--- src/rtl/arc4_pkg.sv ---
// Shared ARC4 definitions: PRGA state encoding, memory geometry, printable-ASCII bounds.
package arc4_pkg;

  localparam int unsigned ARC4_MEM_DEPTH    = 256;
  localparam int unsigned PRGA_CYC_PER_BYTE = 8;
  localparam logic [7:0]  ASCII_LO          = 8'h20;
  localparam logic [7:0]  ASCII_HI          = 8'h7E;

  typedef enum logic [3:0] {
    PRGA_IDLE,
    PRGA_RD_LEN,
    PRGA_LD_LEN,
    PRGA_RD_I,
    PRGA_LD_I,
    PRGA_RD_J,
    PRGA_LD_J,
    PRGA_WR_I,
    PRGA_WR_J,
    PRGA_RD_K,
    PRGA_XOR,
    PRGA_DONE
  } prga_state_t;

  function automatic logic is_printable(input logic [7:0] b);
    return (b >= ASCII_LO) && (b <= ASCII_HI);
  endfunction

endpackage

--- src/rtl/prga.sv ---
// ARC4 pseudo-random generation: regenerates keystream from S and decrypts CT into PT.
// Optional PRGA_ASCII_CHECK_EN aborts on the first non-printable byte and reports it on pt_ok.
module prga
  import arc4_pkg::*;
(
  input  logic       clk,
  input  logic       rst_n,
  input  logic       en,
  output logic       rdy,
  output logic [7:0] s_addr,
  input  logic [7:0] s_rddata,
  output logic [7:0] s_wrdata,
  output logic       s_wren,
  output logic [7:0] ct_addr,
  input  logic [7:0] ct_rddata,
  output logic [7:0] pt_addr,
  output logic [7:0] pt_wrdata,
`ifdef PRGA_ASCII_CHECK_EN
  output logic       pt_ok,
`endif
  output logic       pt_wren
);

  prga_state_t state_q, state_d;
  logic [7:0]  i_q, i_d, j_q, j_d, k_q, k_d, len_q, len_d, si_q, si_d, sj_q, sj_d;
  logic [7:0]  pt_byte;
`ifdef PRGA_ASCII_CHECK_EN
  logic        pt_ok_q, pt_ok_d;
  assign pt_ok = pt_ok_q;
`endif

  assign pt_byte = s_rddata ^ ct_rddata;

  always_ff @(posedge clk or negedge rst_n) begin
    if (!rst_n) begin
      state_q <= PRGA_IDLE;
      i_q     <= 8'd0;
      j_q     <= 8'd0;
      k_q     <= 8'd0;
      len_q   <= 8'd0;
      si_q    <= 8'd0;
      sj_q    <= 8'd0;
`ifdef PRGA_ASCII_CHECK_EN
      pt_ok_q <= 1'b1;
`endif
    end else begin
      state_q <= state_d;
      i_q     <= i_d;
      j_q     <= j_d;
      k_q     <= k_d;
      len_q   <= len_d;
      si_q    <= si_d;
      sj_q    <= sj_d;
`ifdef PRGA_ASCII_CHECK_EN
      pt_ok_q <= pt_ok_d;
`endif
    end
  end

  // Memory strobes are decoded straight from state so an async reset kills them at once.
  always_comb begin
    state_d   = state_q;
    i_d       = i_q;
    j_d       = j_q;
    k_d       = k_q;
    len_d     = len_q;
    si_d      = si_q;
    sj_d      = sj_q;
`ifdef PRGA_ASCII_CHECK_EN
    pt_ok_d   = pt_ok_q;
`endif
    rdy       = 1'b0;
    s_addr    = 8'd0;
    s_wrdata  = 8'd0;
    s_wren    = 1'b0;
    ct_addr   = 8'd0;
    pt_addr   = 8'd0;
    pt_wrdata = 8'd0;
    pt_wren   = 1'b0;
    unique case (state_q)
      PRGA_IDLE: begin
        rdy = 1'b1;
        if (en) begin
          i_d     = 8'd0;
          j_d     = 8'd0;
          k_d     = 8'd0;
`ifdef PRGA_ASCII_CHECK_EN
          pt_ok_d = 1'b1;
`endif
          state_d = PRGA_RD_LEN;
        end
      end
      PRGA_RD_LEN: begin
        ct_addr = 8'd0;
        state_d = PRGA_LD_LEN;
      end
      PRGA_LD_LEN: begin
        len_d     = ct_rddata;
        pt_addr   = 8'd0;
        pt_wrdata = ct_rddata;
        pt_wren   = 1'b1;
        if (ct_rddata == 8'd0) begin
          state_d = PRGA_DONE;
        end else begin
          k_d     = 8'd1;
          state_d = PRGA_RD_I;
        end
      end
      PRGA_RD_I: begin
        s_addr  = i_q + 8'd1;
        i_d     = i_q + 8'd1;
        state_d = PRGA_LD_I;
      end
      PRGA_LD_I: begin
        si_d    = s_rddata;
        j_d     = j_q + s_rddata;
        state_d = PRGA_RD_J;
      end
      PRGA_RD_J: begin
        s_addr  = j_q;
        state_d = PRGA_LD_J;
      end
      PRGA_LD_J: begin
        sj_d    = s_rddata;
        state_d = PRGA_WR_I;
      end
      PRGA_WR_I: begin
        s_addr   = i_q;
        s_wrdata = sj_q;
        s_wren   = 1'b1;
        state_d  = PRGA_WR_J;
      end
      PRGA_WR_J: begin
        s_addr   = j_q;
        s_wrdata = si_q;
        s_wren   = 1'b1;
        state_d  = PRGA_RD_K;
      end
      PRGA_RD_K: begin
        // si+sj is invariant under the swap, so the latched copies give the pad address.
        s_addr  = si_q + sj_q;
        ct_addr = k_q;
        state_d = PRGA_XOR;
      end
      PRGA_XOR: begin
`ifdef PRGA_ASCII_CHECK_EN
        if (!is_printable(pt_byte)) begin
          pt_ok_d = 1'b0;
          state_d = PRGA_DONE;
        end else
`endif
        begin
          pt_addr   = k_q;
          pt_wrdata = pt_byte;
          pt_wren   = 1'b1;
          if (k_q == len_q) begin
            state_d = PRGA_DONE;
          end else begin
            k_d     = k_q + 8'd1;
            state_d = PRGA_RD_I;
          end
        end
      end
      PRGA_DONE: state_d = PRGA_IDLE;
      default:   state_d = PRGA_IDLE;
    endcase
  end

endmodule
--- config.mk ---
export PLATFORM = sky130hd
export DESIGN_NAME = prga
export DESIGN_NICKNAME = d
export VERILOG_FILES = /design/src/rtl/arc4_pkg.sv /design/src/rtl/prga.sv
export SDC_FILE = /design/constraint.sdc
export NUM_CORES = 1
export LEC_CHECK = 0
export BUFFER_PORTS_ARGS = -buffer_cell sky130_fd_sc_hd__buf_2
export CAP_MARGIN = 0
export CORE_ASPECT_RATIO = 1.5
export CORE_MARGIN = 10
export CORE_UTILIZATION = 58
export CTS_BUF_LIST = sky130_fd_sc_hd__clkbuf_4
export DETAILED_ROUTE_END_ITERATION = 7
export PLACE_DENSITY_LB_ADDON = 0.3
export SYNTH_ARGS = -nofsm -noshare
export SYNTH_HDL_FRONTEND = slang
export SYNTH_SLANG_ARGS = --single-unit
--- constraint.sdc ---
create_clock -name clk -period 2.2 [get_ports clk]
set_input_delay 0.33 -clock clk [delete_from_list [all_inputs] [get_ports clk]]
set_output_delay 0.33 -clock clk [all_outputs]
set_load 0.02 [all_outputs]
==> key figures <==
Setup path
  – Worst setup EP type: output pin
  – CP cell instances: ha_1 -> a21oi_2 -> nor2b_1 -> o31a_1 -> o41ai_2 -> xnor2_1 -> o21ai_1 -> buf_4
  – Top delay family on crit path: compound AO/OA/AOI/OAI gates
  – WP data arrival: 2350 ps
  – CP Class: register to output pin
  – Startpoint types: register
  – Crit-path slowest cell: dfrtp_1
  – Critical Path RT: 1870 ps
  – Reg2reg setup slack: 30 ps
  – Crit path from: si_q[1]$_DFFE_PN0P_
  – Worst-path fanout max: 3
  – Worst path bufs/invs: 1
  – Max stage delay on crit path: 440 ps
  – FF-to-FF Start: state_q[1]$_DFFE_PN0N_

Yosys
  – Synth Flop Type: dfrtp_1
  – Post-synth EDFFs: 0
  – Syn Inst Count: 361
  – Syn_nets: 398
  – Register area share after synthesis: 38.03%
  – Syn. warnings: 0
  – Mean area per synthesized cell: 9.479 µm²
  – Library cells used by synthesis: 48
  – Post-synth ARST share: 100.0%
  – FF+latch count, synth: 52
  – Synthesized cell area: 3422 µm²

Floorplan
  – Die height: 114.1 µm
  – Die X: 82.72 µm
  – Num rows: 34
  – Die area: 9436 µm²
  – Initial Utilization: 59.15%
  – Core area: 5786 µm²
  – Ports: 62

Clocking
  – H-tree depth: 2
  – CTS Sinks: 52
  – CTS Root Buffer Type: clkbuf_4
  – Reg clk slew, reported paths: 180 ps
  – Max clock buf depth: 2
  – TritonCTS buffer count: 5
  – Worst skew pair latency: 390 ps
  – CTS tree: done
  – Hold-fix buffers, CTS: 0

Power
  – Lkg Pwr: 0.002210 µW
  – Peak supply drop: 0.9087 mV
  – Power Dens Cells: 1310 nW/µm²
  – Tot Pwr: 6097 µW

Route
  – ANT nets after route: 0
  – Routed WL: 11.24 mm
  – Iteration count of the initial detailed-routing pass: 5
  – Initial DRC Count: 248
  – WL/cell: 20.54 µm
  – DRC viols: 0
  – Via count: 3420
  – Drt via density: 6.252

Cells and area
  – Final core occ: 80.43%
  – Area grow syn2layout: 35.98%
  – Combined area of the multi-input logic cells: 2256 µm²
  – Filler instances: 338
  – Cell area after layout: 4653 µm²
  – Layout cells sized above 1: 43.04%
  – Final nets: 510
  – Storage element area: 1305 µm²

Place
  – Routability congestion estimate: 0.9208
  – Port Buffers: 61
  – Post-Place Cell Area: 4015 µm²
  – Post-DP HPWL: 7.275 mm

Global route
  – Initial antenna violation count: 1
  – First-pass GRT wire length: 16.15 mm
  – GRT Residual Overflow: 0
  – Largest net degree at the start of global routing: 53
  – Global-route usage over all layers: 21.67%
  – Vias in the first global route: 3235

STA
  – Max Slew Vio Count: 0
  – Peak Freq: 373.6 MHz
  – Crit share post-route: 121.7%
  – Setup WS post-layout: -476.6 ps
  – Min Tclk post-route: 2677 ps
  – Worst Clk Skew: 25.51 ps
  – Final Setup Violations: 17
  – Final hold violations: 0
  – Slew @ Worst Pin: 689.8 ps
  – RSZ-0062 raised after global routing: true
  – Rel. slew slack: 54.01%

Outcome
  – Failing checks: negative setup slack
  – Outcome: complete, but fails checks

Run
  – Max-cap viol count: 0

Hold path
  – Worst hold path type: input port to asynchronous set/reset pin
## layout by cell type (no fill, tap or decap), drive strengths merged, types with 2 or more instances in the layout
cell type	synthesis	layout
buf	7	116
dfrtp	52	52
nor2	43	43
nand2	29	29
mux2	25	25
o21ai	21	21
xnor2	20	20
ha	16	16
and2	15	15
a22o	14	14
xor2	14	14
a21oi	11	11
inv	8	10
nor3	10	10
nand3	9	9
nand2b	8	8
and3	7	7
clkbuf	6	6
or2	4	5
a221o	4	4
nor4	4	4
o211ai	3	3
mux2i	3	3
nand4	3	3
nor2b	3	3
o41ai	2	2
o21bai	2	2
a21o	2	2
or4	2	2
fa	2	2
## worst reg2reg max path, cell delays in order (launching register included)
cell     delay, ps
dfrtp_1        450
buf_6          140
buf_6          100
nor4b_4        130
and3_4         180
or4_4          450
buf_4          200
nor3_2         230
xnor2_1        150
nor2_1          50
## Yosys cell counts (6+ instances only)
| master | count | area [µm²] |
|---|---|---|
| nor2_1 | 41 | 153.9 |
| dfrtp_1 | 52 | 1301 |
| a21oi_1 | 11 | 55.05 |
| xor2_1 | 14 | 122.6 |
| ha_1 | 16 | 200.2 |
| nor3_1 | 8 | 40.04 |
| nand2_1 | 29 | 108.9 |
| xnor2_1 | 20 | 175.2 |
| inv_1 | 8 | 30.03 |
| clkbuf_1 | 6 | 22.52 |
| a22o_1 | 14 | 122.6 |
| nand3_1 | 9 | 45.04 |
| mux2_2 | 24 | 270.3 |
| and3_1 | 7 | 43.79 |
| nand2b_1 | 8 | 50.05 |
| o21ai_0 | 21 | 105.1 |
| and2_1 | 15 | 93.84 |
## report_power, final
group	internal (µW)	total (µW)	switching [µW]	leakage (µW)
clock	133	475	342	0.0000322
combinational	1930	3940	2010	0.00152
sequential	1310	1680	366	0.000656
## through the flow
stage          TNS (ps)  setup slack [ps]  cells  hold slack (ps)
2_1_floorplan         0             32.29    361            34.41
3_3_place_gp     -76.97            -53.51    513            488.7
3_5_place_dp     -165.1            -90.14    513            491.5
4_1_cts           -2194            -431.2    535            53.37
5_1_grt           -4411            -586.4    547            70.52
6_report          -2952            -476.6    547            21.57
## metal layers
metal  routed length (µm)  up-vias  global-route usage, %  part of all wire (%)
li1                     -     1513                      -                     -
met1                 3630     1644                  23.52                    32
met2                 6052      202                  38.64                    54
met3                  898       61                  3.381                   8.0
met4                  655        0                  10.75                   5.8
met5                    0        -                      0                     0
## area by class of cell
type / count / share of cell area (%)
multi-input cells: 289 / 48.48
flip-flops and latches: 52 / 28.05
repair buffers: 117 / 19.49
well taps: 72 / 1.936
clock buffers: 5 / 0.8067
inverters: 8 / 0.6453
clock inverters: 3 / 0.5378
diodes: 1 / 0.05378
## path summary, 6_finish.rpt
path | end | cells past startpoint
worst max register to register | k_q[5]$_DFFE_PN0P_ | 9
worst max-delay path | s_addr[7] | 8
max in group asynchronous | sj_q[4]$_DFFE_PN0P_ | 2
worst min register to register | j_q[7]$_DFFE_PN0P_ | 1
worst min-delay path | k_q[2]$_DFFE_PN0P_ | 2
min in group clk | len_q[4]$_DFFE_PN0N_ | 2
## registers in the layout (all words and copies together) (netlist names)
signal   flops
sj_q         8
si_q         8
i_q          8
state_q      4
j_q          8
k_q          8
len_q        8
## logic make-up (layout without fill, tap and decap cells)
family / Yosys count / after routing / share of synthesized area (%)
multiplexers: 28 / 28 / 9.104
AO/OA/AOI/OAI: 68 / 68 / 13.64
XOR/XNOR: 34 / 34 / 8.702
other: 0 / 1 / 0
buffers and inverters: 21 / 133 / 2.486
adder cells (fa/ha/maj): 18 / 18 / 7.020
AND/OR/NAND/NOR: 140 / 141 / 21.02
flip-flops: 52 / 52 / 38.03
## what timing repair did
item	4_1_cts	5_1_grt
endpoints found under the setup margin	42	46
cloned	0	1
buffers inserted	14	10
pin swaps	12	18
gates resized for setup	48	73
Note: power is estimated with default switching activity, not from simulation.
